<file path="config.mk">
export PLATFORM = sky130hd
export DESIGN_NAME = bcd_array_sorter_flat
export DESIGN_NICKNAME = d
export VERILOG_FILES = /design/src/rtl/bcd_array_sorter_if.sv /design/src/rtl/bcd_array_sorter.sv /design/src/flat_wrapper.sv
export SDC_FILE = /design/constraint.sdc
export NUM_CORES = 1
export LEC_CHECK = 0
export CAP_MARGIN = 5
export CORE_ASPECT_RATIO = 0.8
export CORE_MARGIN = 2
export CORE_UTILIZATION = 30
export CTS_BUF_LIST = sky130_fd_sc_hd__clkbuf_8
export CTS_CLUSTER_DIAMETER = 150
export CTS_CLUSTER_SIZE = 30
export DETAILED_ROUTE_END_ITERATION = 7
export PLACE_DENSITY = 0.43
export SLEW_MARGIN = 30
export SYNTH_ARGS = -nofsm -noshare
export SYNTH_HDL_FRONTEND = slang
export SYNTH_SLANG_ARGS = --single-unit
</file>
<file path="constraint.sdc">
create_clock -name clk -period 7.6 [get_ports clk]
set_input_delay 1.9 -clock clk [delete_from_list [all_inputs] [get_ports clk]]
set_output_delay 1.9 -clock clk [all_outputs]
set_load 0.02 [all_outputs]
</file>
<file path="src/rtl/bcd_array_sorter_if.sv">
// Digit load / sort control / result bus of the BCD array sorter.
// Latency: none, this is only a bundle of wires.
// Backpressure: in_ready qualifies in_valid; start/clear are single-cycle pulses.
interface bcd_array_sorter_if;
  logic       in_valid;
  logic [3:0] in_digit;
  logic       in_ready;
  logic       start;
  logic       clear;
  logic       busy;
  logic       done;
  logic       bad_digit;
  logic [4:0] count;
  logic [3:0] arrayFirst;
  logic [3:0] arrayLast;

  // Sorter side
  modport slave (
    input  in_valid, in_digit, start, clear,
    output in_ready, busy, done, bad_digit, count, arrayFirst, arrayLast
  );

  // Producer / controller side
  modport master (
    output in_valid, in_digit, start, clear,
    input  in_ready, busy, done, bad_digit, count, arrayFirst, arrayLast
  );
endinterface

</file>
<file path="src/rtl/bcd_array_sorter.sv">
// Loads BCD digits into a DEPTH-entry array, bubble-sorts it, shows min/max (4'hF when no result).
// Latency: one compare per cycle; done N cycles after start for sorted input, N(N-1)/2+1 worst case.
// Backpressure: in_ready low when the array is full or while sorting/holding a result.
module bcd_array_sorter #(
  parameter int DEPTH = 8
) (
  input  logic               clk,
  input  logic               rst_n,
  bcd_array_sorter_if.slave  bus
);

  typedef enum logic [1:0] {S_LOAD, S_SORT, S_DONE} state_t;

  localparam logic [4:0] DEPTH_C = 5'(DEPTH);
  localparam logic [3:0] BLANK   = 4'hF;

  state_t     state_q;
  logic [4:0] count_q;
  logic [4:0] lim_q;
  logic [3:0] j_q;
  logic       swapped_q;
  logic       in_ready_q;
  logic       busy_q;
  logic       done_q;
  logic       bad_q;
  logic [3:0] first_q;
  logic [3:0] last_q;

  // Sized to the 4-bit index; only the first DEPTH entries are ever written.
  logic [3:0] mem_q [16];
  logic [3:0] mem_d [16];

  logic       acc;
  logic       acc_ok;
  logic [3:0] jp1;
  logic [3:0] cmp_a;
  logic [3:0] cmp_b;
  logic       swap;
  logic [4:0] count_after;
  logic [4:0] last_idx;
  logic [3:0] first_nx;
  logic [3:0] last_nx;
  logic       pass_end;
  logic       sort_fin;

  // Handshake and compare datapath; clear wins over a same-cycle digit.
  always_comb begin
    acc         = (state_q == S_LOAD) && bus.in_valid && (count_q < DEPTH_C) && !bus.clear;
    acc_ok      = acc && (bus.in_digit <= 4'd9);
    jp1         = j_q + 4'd1;
    cmp_a       = mem_q[j_q];
    cmp_b       = mem_q[jp1];
    swap        = (state_q == S_SORT) && (cmp_a > cmp_b);
    count_after = count_q + {4'd0, acc_ok};
    pass_end    = ({1'b0, j_q} == (lim_q - 5'd2));
    sort_fin    = pass_end && (!(swapped_q || swap) || (lim_q == 5'd2));
  end

  // Next array contents: a digit write in LOAD or a compare-swap in SORT.
  always_comb begin
    mem_d = mem_q;
    if (acc_ok) begin
      mem_d[count_q[3:0]] = bus.in_digit;
    end
    if (swap) begin
      mem_d[j_q] = cmp_b;
      mem_d[jp1] = cmp_a;
    end
    last_idx = count_after - 5'd1;
    first_nx = mem_d[0];
    last_nx  = mem_d[last_idx[3:0]];
  end

  // Array storage, intentionally not reset.
  always_ff @(posedge clk) begin
    mem_q <= mem_d;
  end

  // Control FSM with registered status and result outputs.
  always_ff @(posedge clk or negedge rst_n) begin
    if (!rst_n) begin
      state_q    <= S_LOAD;
      count_q    <= 5'd0;
      lim_q      <= 5'd0;
      j_q        <= 4'd0;
      swapped_q  <= 1'b0;
      in_ready_q <= 1'b1;
      busy_q     <= 1'b0;
      done_q     <= 1'b0;
      bad_q      <= 1'b0;
      first_q    <= BLANK;
      last_q     <= BLANK;
    end else begin
      case (state_q)
        S_LOAD: begin
          if (bus.clear) begin
            count_q    <= 5'd0;
            bad_q      <= 1'b0;
            in_ready_q <= 1'b1;
          end else begin
            count_q <= count_after;
            if (acc && !acc_ok) begin
              bad_q <= 1'b1;
            end
            if (bus.start && (count_after == 5'd1)) begin
              state_q    <= S_DONE;
              done_q     <= 1'b1;
              in_ready_q <= 1'b0;
              first_q    <= first_nx;
              last_q     <= last_nx;
            end else if (bus.start && (count_after >= 5'd2)) begin
              state_q    <= S_SORT;
              busy_q     <= 1'b1;
              in_ready_q <= 1'b0;
              lim_q      <= count_after;
              j_q        <= 4'd0;
              swapped_q  <= 1'b0;
            end else begin
              in_ready_q <= (count_after < DEPTH_C);
            end
          end
        end
        S_SORT: begin
          if (sort_fin) begin
            state_q <= S_DONE;
            busy_q  <= 1'b0;
            done_q  <= 1'b1;
            first_q <= first_nx;
            last_q  <= last_nx;
          end else if (pass_end) begin
            lim_q     <= lim_q - 5'd1;
            j_q       <= 4'd0;
            swapped_q <= 1'b0;
          end else begin
            j_q       <= jp1;
            swapped_q <= swapped_q | swap;
          end
        end
        S_DONE: begin
          if (bus.clear) begin
            state_q    <= S_LOAD;
            done_q     <= 1'b0;
            count_q    <= 5'd0;
            bad_q      <= 1'b0;
            in_ready_q <= 1'b1;
            first_q    <= BLANK;
            last_q     <= BLANK;
          end
        end
        default: begin
          state_q <= S_LOAD;
        end
      endcase
    end
  end

  assign bus.in_ready   = in_ready_q;
  assign bus.busy       = busy_q;
  assign bus.done       = done_q;
  assign bus.bad_digit  = bad_q;
  assign bus.count      = count_q;
  assign bus.arrayFirst = first_q;
  assign bus.arrayLast  = last_q;

endmodule

</file>
<file path="src/flat_wrapper.sv">
// flat-port wrapper written by rule: the top's interface ports become plain ports
module bcd_array_sorter_flat 
#(
  parameter int DEPTH = 8
)
  (clk, rst_n, bus_in_valid, bus_in_digit, bus_start, bus_clear, bus_in_ready, bus_busy, bus_done, bus_bad_digit, bus_count, bus_arrayFirst, bus_arrayLast);
  bcd_array_sorter_if bus_i ();
  input  logic clk;
  input  logic rst_n;
  input wire logic [$bits(bus_i.in_valid)-1:0] bus_in_valid;
  input wire logic [$bits(bus_i.in_digit)-1:0] bus_in_digit;
  input wire logic [$bits(bus_i.start)-1:0] bus_start;
  input wire logic [$bits(bus_i.clear)-1:0] bus_clear;
  output wire logic [$bits(bus_i.in_ready)-1:0] bus_in_ready;
  output wire logic [$bits(bus_i.busy)-1:0] bus_busy;
  output wire logic [$bits(bus_i.done)-1:0] bus_done;
  output wire logic [$bits(bus_i.bad_digit)-1:0] bus_bad_digit;
  output wire logic [$bits(bus_i.count)-1:0] bus_count;
  output wire logic [$bits(bus_i.arrayFirst)-1:0] bus_arrayFirst;
  output wire logic [$bits(bus_i.arrayLast)-1:0] bus_arrayLast;
  assign bus_i.in_valid = bus_in_valid;
  assign bus_i.in_digit = bus_in_digit;
  assign bus_i.start = bus_start;
  assign bus_i.clear = bus_clear;
  assign bus_in_ready = bus_i.in_ready;
  assign bus_busy = bus_i.busy;
  assign bus_done = bus_i.done;
  assign bus_bad_digit = bus_i.bad_digit;
  assign bus_count = bus_i.count;
  assign bus_arrayFirst = bus_i.arrayFirst;
  assign bus_arrayLast = bus_i.arrayLast;
  bcd_array_sorter #(.DEPTH(DEPTH)) u_core (.clk(clk), .rst_n(rst_n), .bus(bus_i));
endmodule
</file>
==> results of run 1 <==
## Yosys cell counts (all sizes together), types with 6 or more instances
cell type   n  area (µm²)
o21ai      45         236
mux2i      53         531
a21o        6        45.0
mux2        9         105
nand4      15        93.8
dfxtp      64        1280
nor2       72         270
nor2b      17         106
a32oi       9        78.8
clkbuf     37         140
o221ai     10        87.6
a2111oi     6        60.1
a221oi     15         150
and2       13        81.3
ha         16         200
nand2      79         297
o211ai      7        52.6
mux4       26         619
inv        32         123
dfstp       9         236
xor2        7        68.8
a211oi      7        57.6
nand2b      9        56.3
a22oi      11        82.6
and3       12        75.1
o221a      11         124
nor3       15        75.1
nor3b       7        52.6
nand3      22         110
a21oi      39         195
xnor2       7        61.3
a31oi      15        93.8
dfrtp      20         500
or3         6        37.5
buf        25         165
o22ai      18         113
## flip-flops by register name, indices dropped and copies added, names as in the netlist, 2 cells and up
name,flops
u_core.j_q,4
u_core.state_q,2
u_core.bus.arrayFirst,4
u_core.mem_q,64
u_core.bus.count,5
u_core.lim_q,5
u_core.bus.arrayLast,4
## cells in the final DEF (no fill, tap or decap), types with 22 or more instances in the layout
cell type	netlist	routed
inv_1	30	30
o21ai_0	42	40
nand3_1	22	22
clkdlybuf4s50_1	0	25
nor2_1	72	72
buf_4	4	22
mux2i_1	53	53
dfxtp_1	64	64
nand2_1	79	79
a21oi_1	39	38
## kinds of logic (layout without fill, tap and decap cells)
logic type / after synthesis / count (layout) / synth area share
xor gates and xnor gates: 14 / 14 / 0.0178
DFF: 93 / 93 / 0.276
buffers and inverters: 99 / 101 / 0.0619
muxes: 88 / 88 / 0.172
adders and majority gates: 16 / 16 / 0.0274
and+or+nand+nor: 290 / 290 / 0.196
AOI/OAI and AO/OA: 248 / 248 / 0.250
other: 0 / 1 / 0
## worst min path at each step
stage	to	cells past startpoint
after CTS	u_core.bus.done	2
after floorplan	u_core.swapped_q	2
after global placement	u_core.bus.done	2
final	u_core.bus.done	2
after detailed placement	u_core.bus.done	2
after global routing	u_core.bus.in_ready	2
## stage by stage
| step | hold WS [ns] | setup slack (ns) |
|---|---|---|
| after global placement | 0.462 | 1.10 |
| after CTS | 0.494 | 1.61 |
| after global routing | 0.521 | 1.20 |
| after floorplan | 0.451 | 2.68 |
| final | 0.490 | 1.48 |
| after detailed placement | 0.468 | 1.26 |
## power by group
group	internal (µW)	total, µW	switching (µW)
Sequential	712	955	243
Combinational	975	2880	1900
Clock	134	348	213
Total	1820	4180	2360
## per-layer routing
layer	share of wire	global-route usage
met3	0.10	0.0630
met2	0.41	0.374
met1	0.44	0.372
met5	0	0
met4	0.044	0.105
## critical path, stage by stage
cell             delay (ns)
clkdlybuf4s50_1        0.53
nor3_1                 0.59
nand2_1                0.22
nor2_1                 0.14
ha_1                   0.13
buf_4                  0.30
clkinv_1               0.47
ha_1                   0.42
xnor2_1                0.13
buf_4                  0.21
nor2_1                 0.59
nand2_1                0.13
a32oi_1                0.26
a2111oi_0              0.11
nor4_1                 0.30
## area by class of cell
class	instances	area (µm²)
clock inverter	6	51.3
sequential	93	2020
inverter	37	148
fill	2585	16100
multi-input combinational	656	4880
tap	318	398
clock buffer	10	138
timing repair buffer	48	435
antenna	1	2.50
==> reports/qor.csv, run 1 <==
metric,value,unit
cts.path.max_buffers,2,
post_cts_buffers,0,
io_pins,26,
dpl.hpwl,25200,µm
p_per_area,518,nW/µm²
utilization,0.335,
syn_area,7310,µm²
yosys.cell_types.count,88,
syn_avg_cell_area,8.63,µm²
row_count,51,
layout-drive-gt1-share,0.127,
routabilityCongestion,0.955,
clock-sinks,93,
crit_path_start,bus_clear,
grt_pass1_wl,47700,µm
arrival,6.43,ns
rsz0062_at_grt,no,
end_kind,flop,
vdd_ir_drop_max,0.199,mV
h-tree-depth,3,
hold_path_class,flop to flop,
finalSetupTns,0,ns
final-instance-count-excl-fill,1169,
period_share,0.805,
routed_via_density,6.34,
die_area,25700,µm²
grt_pass1_vias,6815,
ant_nets,0,
die_h,144,µm
hold_violations,0,
cts_made_buffers,9,
fin_crit,6.12,ns
syn-instance-count,848,
finalNetCount,870,
synth_seq_area_share,0.276,
cp_max_fo,25,
root_buffer,clkbuf_8,
synth-seq-cells,93,
num_vias,7410,
hold_buffers,0,
status,"finished, final reports clean",
syn_to_final_growth,10.3,%
slew_viol_final,0,
synth_edf_count,0,
synthArstFlopShare,0.312,
maxCapViolations,0,
ff2ff_setup_slack,1.64,ns
synth_ff_type,dfxtp_1,
grt_overflow_total,0,
drt-total-wl,32900,µm
drc,0,
yosysWarnings,0,
slew_headroom,0.316,
drtIter0Drc,1056,
dpl.cell_count,1152,
cp-start-kind,input port,
fmax,0.163,GHz
fin_area,8070,µm²
syn_nets,873,
first_pass_iters,6,
clkTransAtPathRegs,0.12,ns
io_buffers,25,
reg2reg_to,u_core.bus.arrayLast[2],
critical_path_class,input port to flop,
fin_skew,0.0228,ns
worstHoldStart,u_core.bus.done,
track_usage,0.260,
die_w,179,µm
wire_per_inst,28.2,µm
leakage,0.00318,µW
tightest_slew,1.01,ns
rr_worst_depth,16,
placed_area,7880,µm²
antenna_found_initial,0,
tritoncts,done,
required,7.92,ns
grt_max_degree,48,
start_util,0.303,
setup_viol,0,
total_power,4180,µW
endpoint,u_core.bus.arrayLast[3],
core,24100,µm²
postCtsResizedCells,0,
rr_startpoint,u_core.j_q[1],
clkLatencyLatePin,0.41,ns
Note: power is estimated with default switching activity, not from simulation.
==> inputs of run 2 (changes only) <==
==> constraint.sdc (replaced) <==
create_clock -name clk -period 5.7 [get_ports clk]
set_input_delay 1.425 -clock clk [delete_from_list [all_inputs] [get_ports clk]]
set_output_delay 1.425 -clock clk [all_outputs]
set_load 0.02 [all_outputs]
==> run 2 against run 1 <==
Against the previous run:
- global-route usage increased by 0.78 points
- register-to-register slack worse by 1.4 ns
- hold slack got worse by 0.0014 ns
- critical endpoint is now u_core.bus.arrayLast[2]
- critical path depth unchanged
- clock-buffer cell count is 1 lower
- utilization increased by 0.74 points
- wire length increased by 2.1%
- critical path type is now flop to flop
- via count grew 0.63%
- worst setup slack worse by 1.2 ns
- sequential power up 37%
- final area up 2.2%
- flip-flop and latch count unchanged
==> reports/qor.csv, run 2 (synthesized netlist as in run 1, its figures left out) <==
metric,value,unit,change
status,"finished, final reports clean",,unchanged
required,6.06,ns,was 7.92 ns
io_buffers,25,,unchanged
cp_max_fo,46,,was 25
num_vias,7457,,was 7410
arrival,5.78,ns,was 6.43 ns
most-common-layout-cells,"nand2_1 (79), nor2_1 (72), dfxtp_1 (64)",,unchanged
cts.path.max_buffers,2,,unchanged
n_antenna_cell,0,,was 1
grt_max_degree,47,,was 48
total_power,5830,µW,was 4180 µW
fmax,0.185,GHz,
clkLatencyLatePin,0.42,ns,was 0.41 ns
setup_viol,0,,unchanged
clkTransAtPathRegs,0.10,ns,was 0.12 ns
hold_violations,0,,unchanged
largest_reg_flops,64,,unchanged
start_util,0.303,,unchanged
cts_made_buffers,9,,unchanged
period_share,0.950,,
slowest_delay,0.67,ns,was 0.59 ns
utilization,0.342,,was 0.335
slew_viol_final,0,,unchanged
wire_per_inst,28.2,µm,about the same
core,24100,µm²,unchanged
end_kind,flop,,unchanged
postCtsResizedCells,0,,unchanged
h-tree-depth,3,,unchanged
hold_path_class,flop to flop,,unchanged
fin_crit,5.42,ns,
grt_overflow_total,0,,unchanged
multi_input_area,4870,µm²,was 4880 µm²
fin_skew,0.0187,ns,was 0.0228 ns
tightest_slew,0.979,ns,was 1.01 ns
track_usage,0.268,,was 0.260
crit_chain,"inv_1, ha_1, inv_1, mux4_2, mux2_2, ha_1, a21oi_1, a21oi_4, buf_12, and4_1, a221oi_1, a21o_1, a21oi_1, nor4_1, o32a_1",,"was clkdlybuf4s50_1, nor3_1, nand2_1, nor2_1, ha_1, buf_4, clkinv_1, ha_1, xnor2_1, buf_4, nor2_1, nand2_1, a32oi_1, a2111oi_0, nor4_1"
fillers,2541,,was 2585
hold_buffers,0,,unchanged
crit_slowest_cell,a221oi_1,,was nor3_1
tritoncts,done,,unchanged
slew_headroom,0.341,,was 0.316
p_per_area,707,nW/µm²,was 518 nW/µm²
routabilityCongestion,0.997,,was 0.955
layout-drive-gt1-share,0.151,,was 0.127
vdd_ir_drop_max,0.277,mV,was 0.199 mV
rsz0062_at_grt,no,,unchanged
finalNetCount,895,,was 870
drtIter0Drc,1024,,was 1056
cp-start-kind,flop,,was input port
row_count,51,,unchanged
dpl.hpwl,26500,µm,was 25200 µm
leakage,0.00330,µW,was 0.00318 µW
ant_nets,0,,unchanged
routed_via_density,6.25,,was 6.34
clock-sinks,93,,unchanged
syn_to_final_growth,12.8,%,was 10.3%
antenna_found_initial,1,,was 0
drc,0,,unchanged
die_w,179,µm,unchanged
first_pass_iters,6,,unchanged
maxCapViolations,0,,unchanged
io_pins,26,,unchanged
die_h,144,µm,unchanged
layout_commonest_cell,nand2_1,,unchanged
root_buffer,clkbuf_8,,unchanged
critical_path_class,flop to flop,,was input port to flop
regArea,2020,µm²,unchanged
finalSetupTns,0,ns,unchanged
grt_pass1_wl,49300,µm,was 47700 µm
die_area,25700,µm²,unchanged
post_cts_buffers,0,,unchanged
largest-register,u_core.mem_q,,unchanged
grt_pass1_vias,7010,,was 6815
drt-total-wl,33600,µm,was 32900 µm
-- run 2: final cells by class --
class                   count  area share
clock buffers               9      0.0150
clock inverters             7     0.00789
inverters                  37      0.0179
multi-input cells         656       0.591
flip-flops and latches     93       0.245
well taps                 318      0.0482
repair buffers             73      0.0755
-- run 2: path summary, 6_finish.rpt --
| kind | from | endpoint | slack (ns) | cells past startpoint |
|---|---|---|---|---|
| max | u_core.j_q[1] | u_core.bus.arrayLast[2] | 0.28 | 15 |
| min in group asynchronous | rst_n | u_core.bus.count[3] | 1.40 | 2 |
| max reg2reg | u_core.j_q[1] | u_core.bus.arrayLast[2] | 0.28 | 15 |
| min | u_core.bus.done | u_core.bus.done | 0.49 | 2 |
| min reg2reg | u_core.bus.done | u_core.bus.done | 0.49 | 2 |
| max in group asynchronous | rst_n | u_core.bus.arrayLast[0] | 3.95 | 2 |
-- run 2: worst max-delay path: cells and delay by family, from the launching register on --
family	cells	cell delay, ns
fa+ha+maj	2	0.83
buf+inv	3	0.61
simple gates	2	0.75
mux	2	0.96
flops	1	0.48
compound gates	6	1.70
-- run 2: routing by layer --
layer,global-route usage,up-vias,routed length (µm)
li1,-,3276,-
met1,0.391,3672,15200
met2,0.391,445,14200
met3,0.0511,62,3110
met4,0.0950,2,1190
met5,0,-,15
-- run 2: where the power goes --
part,internal (µW),switching (µW),total [µW]
sequential,949,362,1310
combinational,1440,2620,4050
clock,170,297,467
-- run 2: through the flow --
stage | hold slack (ns) | std cells | worst slack (ns) | instance area [µm²]
2_1_floorplan | 0.451 | 848 | 0.787 | 7310
6_report | 0.488 | 1193 | 0.283 | 8250
3_3_place_gp | 0.460 | 1177 | 0.323 | 8050
5_1_grt | 0.526 | 1193 | 0.0638 | 8250
4_1_cts | 0.491 | 1193 | 0.394 | 8250
3_5_place_dp | 0.466 | 1177 | 0.347 | 8060
